<file path="src/rtl/unified_mem_arb_pkg.sv">
// Shared types and constants for the unified instruction/data memory arbiter.
// Port ids double as indices into the two-bit request vector.
package unified_mem_arb_pkg;

  typedef enum logic [1:0] {
    IDLE   = 2'd0,
    ACCESS = 2'd1,
    RESP   = 2'd2
  } arb_state_e;

  localparam logic PORT_IF = 1'b0;
  localparam logic PORT_LS = 1'b1;

  localparam int DEF_ADDR_W  = 32;
  localparam int DEF_DATA_W  = 32;
  localparam int DEF_DEPTH   = 64;
  localparam int DEF_MEM_LAT = 1;

endpackage

</file>
<file path="src/rtl/mem_arb_rr2.sv">
// Two-way round-robin picker: on a tie the port that was not granted last wins.
// Purely combinational; the caller owns the last-grant register.
module mem_arb_rr2
  import unified_mem_arb_pkg::*;
(
  input  logic [1:0] req,
  input  logic       last,
  output logic       grant_valid,
  output logic       grant_id
);

  always_comb begin
    grant_valid = |req;
    grant_id    = PORT_IF;
    if (req == 2'b11) begin
      grant_id = ~last;
    end else if (req[PORT_LS]) begin
      grant_id = PORT_LS;
    end
  end

endmodule

</file>
<file path="src/rtl/unified_mem_arbiter.sv">
// Shares one memory between instruction fetch (IF) and load/store (LS) ports.
// IDLE grants, ACCESS drives the memory for MEM_LAT cycles, RESP pulses ack.
//
// Handshake: a port raises req with we/addr/wdata stable and holds it until
// its one-cycle ack; it must drop req (or present a new request) the cycle
// after ack. rdata/err are valid with ack; rdata holds until the next ack.
module unified_mem_arbiter
  import unified_mem_arb_pkg::*;
#(
  parameter int ADDR_W  = DEF_ADDR_W,
  parameter int DATA_W  = DEF_DATA_W,
  parameter int DEPTH   = DEF_DEPTH,
  parameter int MEM_LAT = DEF_MEM_LAT
) (
  input  logic              clk,
  input  logic              rst_n,
  input  logic              if_req,
  input  logic              if_we,
  input  logic [ADDR_W-1:0] if_addr,
  input  logic [DATA_W-1:0] if_wdata,
  output logic              if_ack,
  output logic              if_err,
  output logic [DATA_W-1:0] if_rdata,
  input  logic              ls_req,
  input  logic              ls_we,
  input  logic [ADDR_W-1:0] ls_addr,
  input  logic [DATA_W-1:0] ls_wdata,
  output logic              ls_ack,
  output logic              ls_err,
  output logic [DATA_W-1:0] ls_rdata,
  output logic              mem_read,
  output logic              mem_write,
  output logic [ADDR_W-1:0] mem_addr,
  output logic [DATA_W-1:0] mem_wdata,
  input  logic [DATA_W-1:0] mem_rdata,
  output logic [1:0]        dbg_state
);

  localparam int                CNT_W     = (MEM_LAT > 1) ? $clog2(MEM_LAT) : 1;
  localparam logic [CNT_W-1:0]  CNT_INIT  = CNT_W'(MEM_LAT - 1);
  localparam logic [ADDR_W:0]   DEPTH_LIM = (ADDR_W + 1)'(DEPTH);

  arb_state_e        state, state_next;
  logic              port_q, we_q, err_q, last_q;
  logic [ADDR_W-1:0] addr_q;
  logic [DATA_W-1:0] wdata_q;
  logic [CNT_W-1:0]  cnt_q;

  logic              gnt_valid, gnt_id;
  logic              sel_we, addr_bad;
  logic [ADDR_W-1:0] sel_addr;
  logic [DATA_W-1:0] sel_wdata;

  mem_arb_rr2 u_rr (
    .req         ({ls_req, if_req}),
    .last        (last_q),
    .grant_valid (gnt_valid),
    .grant_id    (gnt_id)
  );

  assign sel_we    = (gnt_id == PORT_LS) ? ls_we    : if_we;
  assign sel_addr  = (gnt_id == PORT_LS) ? ls_addr  : if_addr;
  assign sel_wdata = (gnt_id == PORT_LS) ? ls_wdata : if_wdata;
  assign addr_bad  = {1'b0, sel_addr} >= DEPTH_LIM;

  always_ff @(posedge clk or negedge rst_n) begin
    if (!rst_n) begin
      state <= IDLE;
    end else begin
      state <= state_next;
    end
  end

  always_comb begin
    state_next = state;
    unique case (state)
      IDLE:    if (gnt_valid) state_next = addr_bad ? RESP : ACCESS;
      ACCESS:  if (cnt_q == '0) state_next = RESP;
      RESP:    state_next = IDLE;
      default: state_next = IDLE;
    endcase
  end

  always_ff @(posedge clk or negedge rst_n) begin
    if (!rst_n) begin
      port_q   <= PORT_IF;
      we_q     <= 1'b0;
      err_q    <= 1'b0;
      addr_q   <= '0;
      wdata_q  <= '0;
      cnt_q    <= '0;
      last_q   <= PORT_IF;
      if_rdata <= '0;
      ls_rdata <= '0;
    end else begin
      unique case (state)
        IDLE: begin
          if (gnt_valid) begin
            port_q  <= gnt_id;
            we_q    <= sel_we;
            err_q   <= addr_bad;
            addr_q  <= sel_addr;
            wdata_q <= sel_wdata;
            cnt_q   <= CNT_INIT;
            // Out-of-range reads bypass the memory and return zero.
            if (addr_bad && !sel_we) begin
              if (gnt_id == PORT_LS) ls_rdata <= '0;
              else                   if_rdata <= '0;
            end
          end
        end
        ACCESS: begin
          if (cnt_q != '0) begin
            cnt_q <= cnt_q - CNT_W'(1);
          end else if (!we_q) begin
            if (port_q == PORT_LS) ls_rdata <= mem_rdata;
            else                   if_rdata <= mem_rdata;
          end
        end
        RESP:    last_q <= port_q;
        default: ;
      endcase
    end
  end

  // Memory controls decode only state and latched registers, so an async
  // reset removes them immediately and req never reaches the memory directly.
  assign mem_read  = (state == ACCESS) && !we_q;
  assign mem_write = (state == ACCESS) && we_q && (cnt_q == CNT_INIT);
  assign mem_addr  = addr_q;
  assign mem_wdata = wdata_q;

  assign if_ack    = (state == RESP) && (port_q == PORT_IF);
  assign ls_ack    = (state == RESP) && (port_q == PORT_LS);
  assign if_err    = if_ack && err_q;
  assign ls_err    = ls_ack && err_q;
  assign dbg_state = state;

endmodule

</file>
<file path="config.mk">
export PLATFORM = sky130hd
export DESIGN_NAME = unified_mem_arbiter
export DESIGN_NICKNAME = d
export VERILOG_FILES = /design/src/rtl/unified_mem_arb_pkg.sv /design/src/rtl/mem_arb_rr2.sv /design/src/rtl/unified_mem_arbiter.sv
export SDC_FILE = /design/constraint.sdc
export NUM_CORES = 1
export LEC_CHECK = 0
export BUFFER_PORTS_ARGS = -buffer_cell sky130_fd_sc_hd__buf_2
export CAP_MARGIN = 0
export CORE_AREA = 2 2 116 118
export CTS_BUF_LIST = sky130_fd_sc_hd__clkbuf_16
export CTS_CLUSTER_SIZE = 40
export DETAILED_ROUTE_END_ITERATION = 16
export DIE_AREA = 0 0 118 120
export HOLD_SLACK_MARGIN = 0.05
export PLACE_DENSITY_LB_ADDON = 0.12
export SLEW_MARGIN = 20
export SYNTH_ARGS = -nofsm -noshare
export SYNTH_HDL_FRONTEND = slang
export SYNTH_HIERARCHICAL = 1
export SYNTH_SLANG_ARGS = --single-unit
</file>
<file path="constraint.sdc">
create_clock -name clk -period 5 [get_ports clk]
set_input_delay 0.25 -clock clk [delete_from_list [all_inputs] [get_ports clk]]
set_output_delay 0.25 -clock clk [all_outputs]
set_load 0.01 [all_outputs]
</file>
======== Word level (Yosys, flattened, before mapping) ========
Index checks and enable logic that the tools add are counted.
cells by class
  mux-type cells .......................... 26
  multipliers ............................. 0
  add/sub/neg operators ................... 1
  reductions and logical operators ........ 18
  shift operators ......................... 0
  magnitude comparators ................... 1
  bitwise gates (word level) .............. 3
  equal/unequal tests ..................... 11
  div/mod/pow operators ................... 0
operators with widths
  kind                   number
  $mux W32               14
  $pmux W32 S2           2
  $ge A32 B7 Y1 const B  1
  $ne A2 B2 Y1 const B   8
  $reduce_and A7 Y1      2
  $logic_and A1 B1 Y1    8
  $mux W2                3
  $reduce_and A2 Y1      3
  $mux W1                5
  $eq A2 B2 Y1 const B   2
  $pmux W2 S2            1
  $not A1 Y1             3
  $eq A2 B1 Y1 const B   1
  $logic_not A1 Y1       2
  $logic_not A2 Y1       1
  $pmux W1 S2            1
  $reduce_bool A2 Y1     1
  $reduce_or A2 Y1       1
  $sub A1 B1 Y1 const B  1
word-level totals
  memories ................................ 0
  output and inout bits ................... 136
  bits in latches ......................... 0
  memory bits (read-only) ................. 0
  register bits after elaboration ......... 135
  bits in writable memories ............... 0
  logic and storage cells ................. 70

======== Logic depth before layout (Yosys ltp) ========
  depth in word-level cells ............... 8
  gate-level depth with buffers ........... 8
  mapped depth without buffers ............ 5

======== By module ========
Netlist, hierarchy kept.
by module, submodules not included
  module               instances  sequential area each (sq um)  area an instance (sq um)  cells each
  unified_mem_arbiter  1          3353.2                        6384.9                    639
  mem_arb_rr2          1          0.0                           13.8                      2

======== Worst setup path before layout ========
No wires, ideal clock.
  path kind ............................... flip-flop to flip-flop
  from .................................... reg last_q
  to ...................................... reg if_rdata[28]
  period minus slack after synthesis ...... 1.876 ns
  path buffers ............................ 3
  stages on the path, launching flop included .. 9
  arrival time ............................ 1.799 ns
  required time ........................... 4.923 ns
  path slack .............................. 3.124 ns
  path through ............................ dfrtp_1 -> a21boi_1 -> buf_2 -> or4b_1 -> o22ai_2 -> buf_6 -> buf_6 -> nand3_1 -> o21ai_1
between the ends
  cells in the longest elaborated chain, start to end .. 7
  elaborated cells on any way between the ends .. 10
  those cells by class .................... order compare: 1; eq/ne: 2; mux: 3; bitwise: 1; reduce/logical: 3
ends and longest elaborated chain
  item                                                      RTL line                                               text
  from (decl)                                               unified_mem_arbiter.sv:44                              logic port_q, we_q, err_q, last_q;
  from (signal assigned)                                    unified_mem_arbiter.sv:120                             RESP: last_q <= port_q;
  $not A1 Y1 (*)                                            mem_arb_rr2.sv:16                                      grant_id = ~last;
  $mux W1 (*)                                               mem_arb_rr2.sv:15                                      if (req == 2'b11) begin
  named net gnt_id                                          unified_mem_arbiter.sv:49                              logic gnt_valid, gnt_id;
  $mux W32 / $mux W1 (equally long branches)                unified_mem_arbiter.sv:62, unified_mem_arbiter.sv:61
  $ge A32 B7 Y1 / $logic_not A1 Y1 (equally long branches)  unified_mem_arbiter.sv:64, unified_mem_arbiter.sv:106
  $logic_and A1 B1 Y1                                       unified_mem_arbiter.sv:106                             if (addr_bad && !sel_we) begin
  $ne A2 B2 Y1 (no line)                                    -
  $reduce_and A7 Y1 (no line) (*)                           -
  to (signal assigned)                                      unified_mem_arbiter.sv:117                             else if_rdata <= mem_rdata;
  to (decl)                                                 unified_mem_arbiter.sv:23                              output logic [DATA_W-1:0] if_rdata,
Mark *: on every way through the listed nets, which the timed path passes. The rest lies on a longest branch.
A chain may end at the register's enable or synchronous reset.

======== Final worst setup path ========
  from .................................... reg last_q
  to ...................................... reg ls_rdata[0]
between the ends
  cells in the longest elaborated chain, start to end .. 7
  elaborated cells on any way between the ends .. 10
  those cells by class .................... order compare: 1; eq/ne: 2; mux: 3; bitwise: 1; reduce/logical: 3
ends and longest elaborated chain
  item                                                      RTL line                                               text
  $not A1 Y1 (*)                                            mem_arb_rr2.sv:16
  $mux W1 (*)                                               mem_arb_rr2.sv:15
  named net gnt_id                                          unified_mem_arbiter.sv:49
  $mux W32 / $mux W1 (equally long branches)                unified_mem_arbiter.sv:62, unified_mem_arbiter.sv:61
  $ge A32 B7 Y1 / $logic_not A1 Y1 (equally long branches)  unified_mem_arbiter.sv:64, unified_mem_arbiter.sv:106
  $logic_and A1 B1 Y1                                       unified_mem_arbiter.sv:106
  $ne A2 B2 Y1 (no line)                                    -
  $reduce_and A7 Y1 (no line) (*)                           -
  to (signal assigned)                                      unified_mem_arbiter.sv:116                             if (port_q == PORT_LS) ls_rdata <= mem_rdata;
  to (decl)                                                 unified_mem_arbiter.sv:30                              output logic [DATA_W-1:0] ls_rdata,
Marks and branches as above.

==> summary.txt <==
Power
  – Power Total: between 0.002 and 0.003 W
  – Leakage power: a little over 4 nW
  – Sequential power share: 0.429
  – Combinational Power Share: 0.201
  – Power Dens Cells: about 350 mW/mm2
  – Worst vdd ir: 265.0 uV
  – Internal: between 0.002 and 0.0025 W
  – Sw Ratio: 0.2909
  – Switching pwr: approximately 0.00086 W
  – Clock Power Share: 0.370

Job
  – Max-Cap Viols: 0

Placed design
  – DP HPWL: 13820 um
  – Port Buf Inserts: roughly 300
  – Dpl cell area: 0.007974 mm2
  – Gpl congestion: about 0.86

Route
  – DR iter-0 viols: approximately 600
  – Total wire length: approximately 20000 um
  – WL per Instance: 18.24 um
  – Antenna Violating Nets Remaining: 0
  – Vias: 6355
  – Via density: around 5.8
  – DRC: 0
  – Drt first pass iters: 5

Floorplanning
  – Core area: about 0.013 mm2
  – Initial core utilization: 0.4930
  – IO Count: around 300
  – Die Wd: around 120 um
  – Rows: 42
  – Die height: 120 um
  – Total die area: 0.01416 mm2

Finish
  – Area Overhead vs Synth: 32.91%
  – Layout fillers: 1117
  – # nets final: 1071
  – Final Core Density: 0.6552
  – Final instance area: between 0.008 and 0.009 mm2
  – Layout cells sized above 1: 0.3719

Global route
  – Pin count of the biggest net entering global routing: ~100
  – First-pass GRT wire length: around 31000 um
  – Tot GR Track Use: 0.2800
  – Vias in the first global route: 6143
  – Initial antenna violation count: 2
  – GRT Residual Overflow: 0

Clock tree
  – TritonCTS clock tree: done
  – # Post-CTS Setup Buffers: 0
  – CTS root buffer: clkbuf_16
  – Number of H-tree levels: 4
  – Hold Buf Count CTS: 1
  – Post_cts resized: 0
  – Clk sinks: around 130
  – Worst-Skew Late Latency: 0.41 ns
  – Deepest clock path buffer count: 2
  – Worst-path clk slew: around 0.060 ns
  – Num CTS Buffers: 17

STA
  – Worst hold margin: 0.1047 ns
  – Setup TNS: 0 ns
  – Achievable Freq: 0.3174 GHz
  – Slew headroom: 0.3813
  – Slew @ Worst Pin: just over 0.9 ns
  – Hold Vio Cnt, Final: 0
  – Max Slew Vio Count: 0
  – Clock Skews: a little under 0.008 ns
  – Final Critical Period: between 3 and 4 ns
  – Setup Viol. Count Final: 0
  – Final period utilization: 0.6301
  – RSZ-0062 raised after global routing: false

Status
  – Status: completed

Setup path
  – Crit. End Element: flop
  – CP Launch Type: flop
  – Crit path arrival time: 3.47 ns
  – Worst Path Required: around 5.3 ns
  – Crit Path Class: reg2reg
  – CP Max Fanout: between 60 and 70

Synth
  – Cell count after synthesis: between 600 and 700
  – Largest cells by area after synthesis: dfrtp_1 (52%), mux2i_1 (10%), a32oi_1 (8.8%)
  – Dominant cell type by area after synthesis: dfrtp_1
  – Top FF cell, synth: dfrtp_1
  – Synth Net Count: about 810
  – Ys Warns: 6
  – Count leader, synth: dfrtp_1
  – Flops & latches, synth: 134
  – Post-synth top area share: 0.5241
  – Count of flip-flops with a built-in enable after synthesis: 0
  – Synth Cell Area: about 0.0064 mm2
  – Avg Cell Area, Syn: about 10 um2
  – Async SR Flop Fraction: 1.000
  – Synth top cells by count: dfrtp_1 (134), nor2_1 (73), nand3_1 (66)
  – Yosys cell types: 34
  – Seq/Total Area, Yosys: 0.5241

Hold path
  – Hold Crit Class: in2reg
[registers in the layout, indices dropped and copies added, names as in the netlist]
| signal | count |
|---|---|
| err_q | 1 |
| last_q | 1 |
| we_q | 1 |
| if_rdata | 32 |
| ls_rdata | 32 |
| mem_addr | 32 |
| dbg_state | 2 |
| mem_wdata | 32 |
| port_q | 1 |
[final timing paths]
check | start | to | slack, ns | depth (start not counted)
max | last_q | ls_rdata[0] | 1.85 | 6
min | mem_rdata[17] | if_rdata[17] | 0.10 | 3
max reg2reg | last_q | ls_rdata[0] | 1.85 | 6
min reg2reg | mem_wdata[22] | mem_wdata[22] | 0.52 | 2
max in group asynchronous | rst_n | last_q | 3.47 | 3
min in group asynchronous | rst_n | ls_rdata[13] | 0.51 | 2
[critical path, cell delays in order (launching register included)]
cell and delay (ns):
dfrtp_1 0.41, a21boi_4 0.53, buf_4 0.79, nor4b_1 0.35
nand3_1 0.17, a22o_4 0.49, o21ai_0 0.27
[cell families after synthesis]
logic type      Yosys count  share of synthesized area
compound gates          203                     0.2012
simple gates            170                     0.1255
flops                   134                     0.5241
buf+inv                  69                    0.04752
mux                      65                     0.1017
[stage by stage]
stage | std cells | worst slack, ns
2_1_floorplan | 641 | 3.124
4_1_cts | 1093 | 1.523
3_5_place_dp | 1061 | 1.528
5_1_grt | 1095 | 1.594
6_report | 1095 | 1.849
3_3_place_gp | 1060 | 1.768
[power by group through the flow]
stage	Clock, W	Combinational (W)	Sequential [W]
finish	0.00109	0.000594	0.00127
global route	0.00116	0.000649	0.00128
CTS	0.00111	0.000601	0.00127
detailed placement	0	0.000600	0.00128
global placement	0	0.000585	0.00128
floorplan	0	0.000254	0.00133
[cells in the final DEF (no fill, tap or decap), types with 2 or more instances in the layout]
cell type,netlist,final
nor3b_1,2,2
clkinv_2,0,3
a21oi_1,65,65
and3b_1,2,2
o221ai_2,0,2
or2_2,2,2
nand3_1,66,66
buf_4,0,8
clkinv_1,0,3
dfrtp_1,134,134
nor3_1,4,4
o21ai_0,38,38
diode_2,0,2
clkbuf_16,0,17
and2_1,3,3
a32oi_1,64,64
inv_1,3,10
buf_2,12,300
nor4b_1,2,2
nor2_1,73,72
o21ai_1,27,27
nand4_1,2,2
mux2i_1,65,65
nor4_1,6,6
nand2_1,3,2
[routing by layer]
| layer | routed length [um] | up-vias | track usage | share of wire |
|---|---|---|---|---|
| met5 | 0 | - | 0 | 0 |
| met4 | 658 | 0 | 0.1386 | 0.033 |
| met3 | 1297 | 50 | 0.06654 | 0.065 |
| met2 | 10140 | 292 | 0.4673 | 0.51 |
| met1 | 7876 | 3077 | 0.3419 | 0.39 |
| li1 | - | 2936 | - | - |
[cell type report]
cell class,count,area (um2),share of cell area
well taps,176,220.2,0.02589
clock buffers,17,425.4,0.05002
diodes,2,5.005,0.0005885
multi-input cells,438,2796,0.3288
repair buffers,311,1610,0.1893
clock inverters,14,82.58,0.009710
flip-flops and latches,134,3353,0.3943
inverters,3,11.26,0.001324
Note: power is estimated with default switching activity, not from simulation.
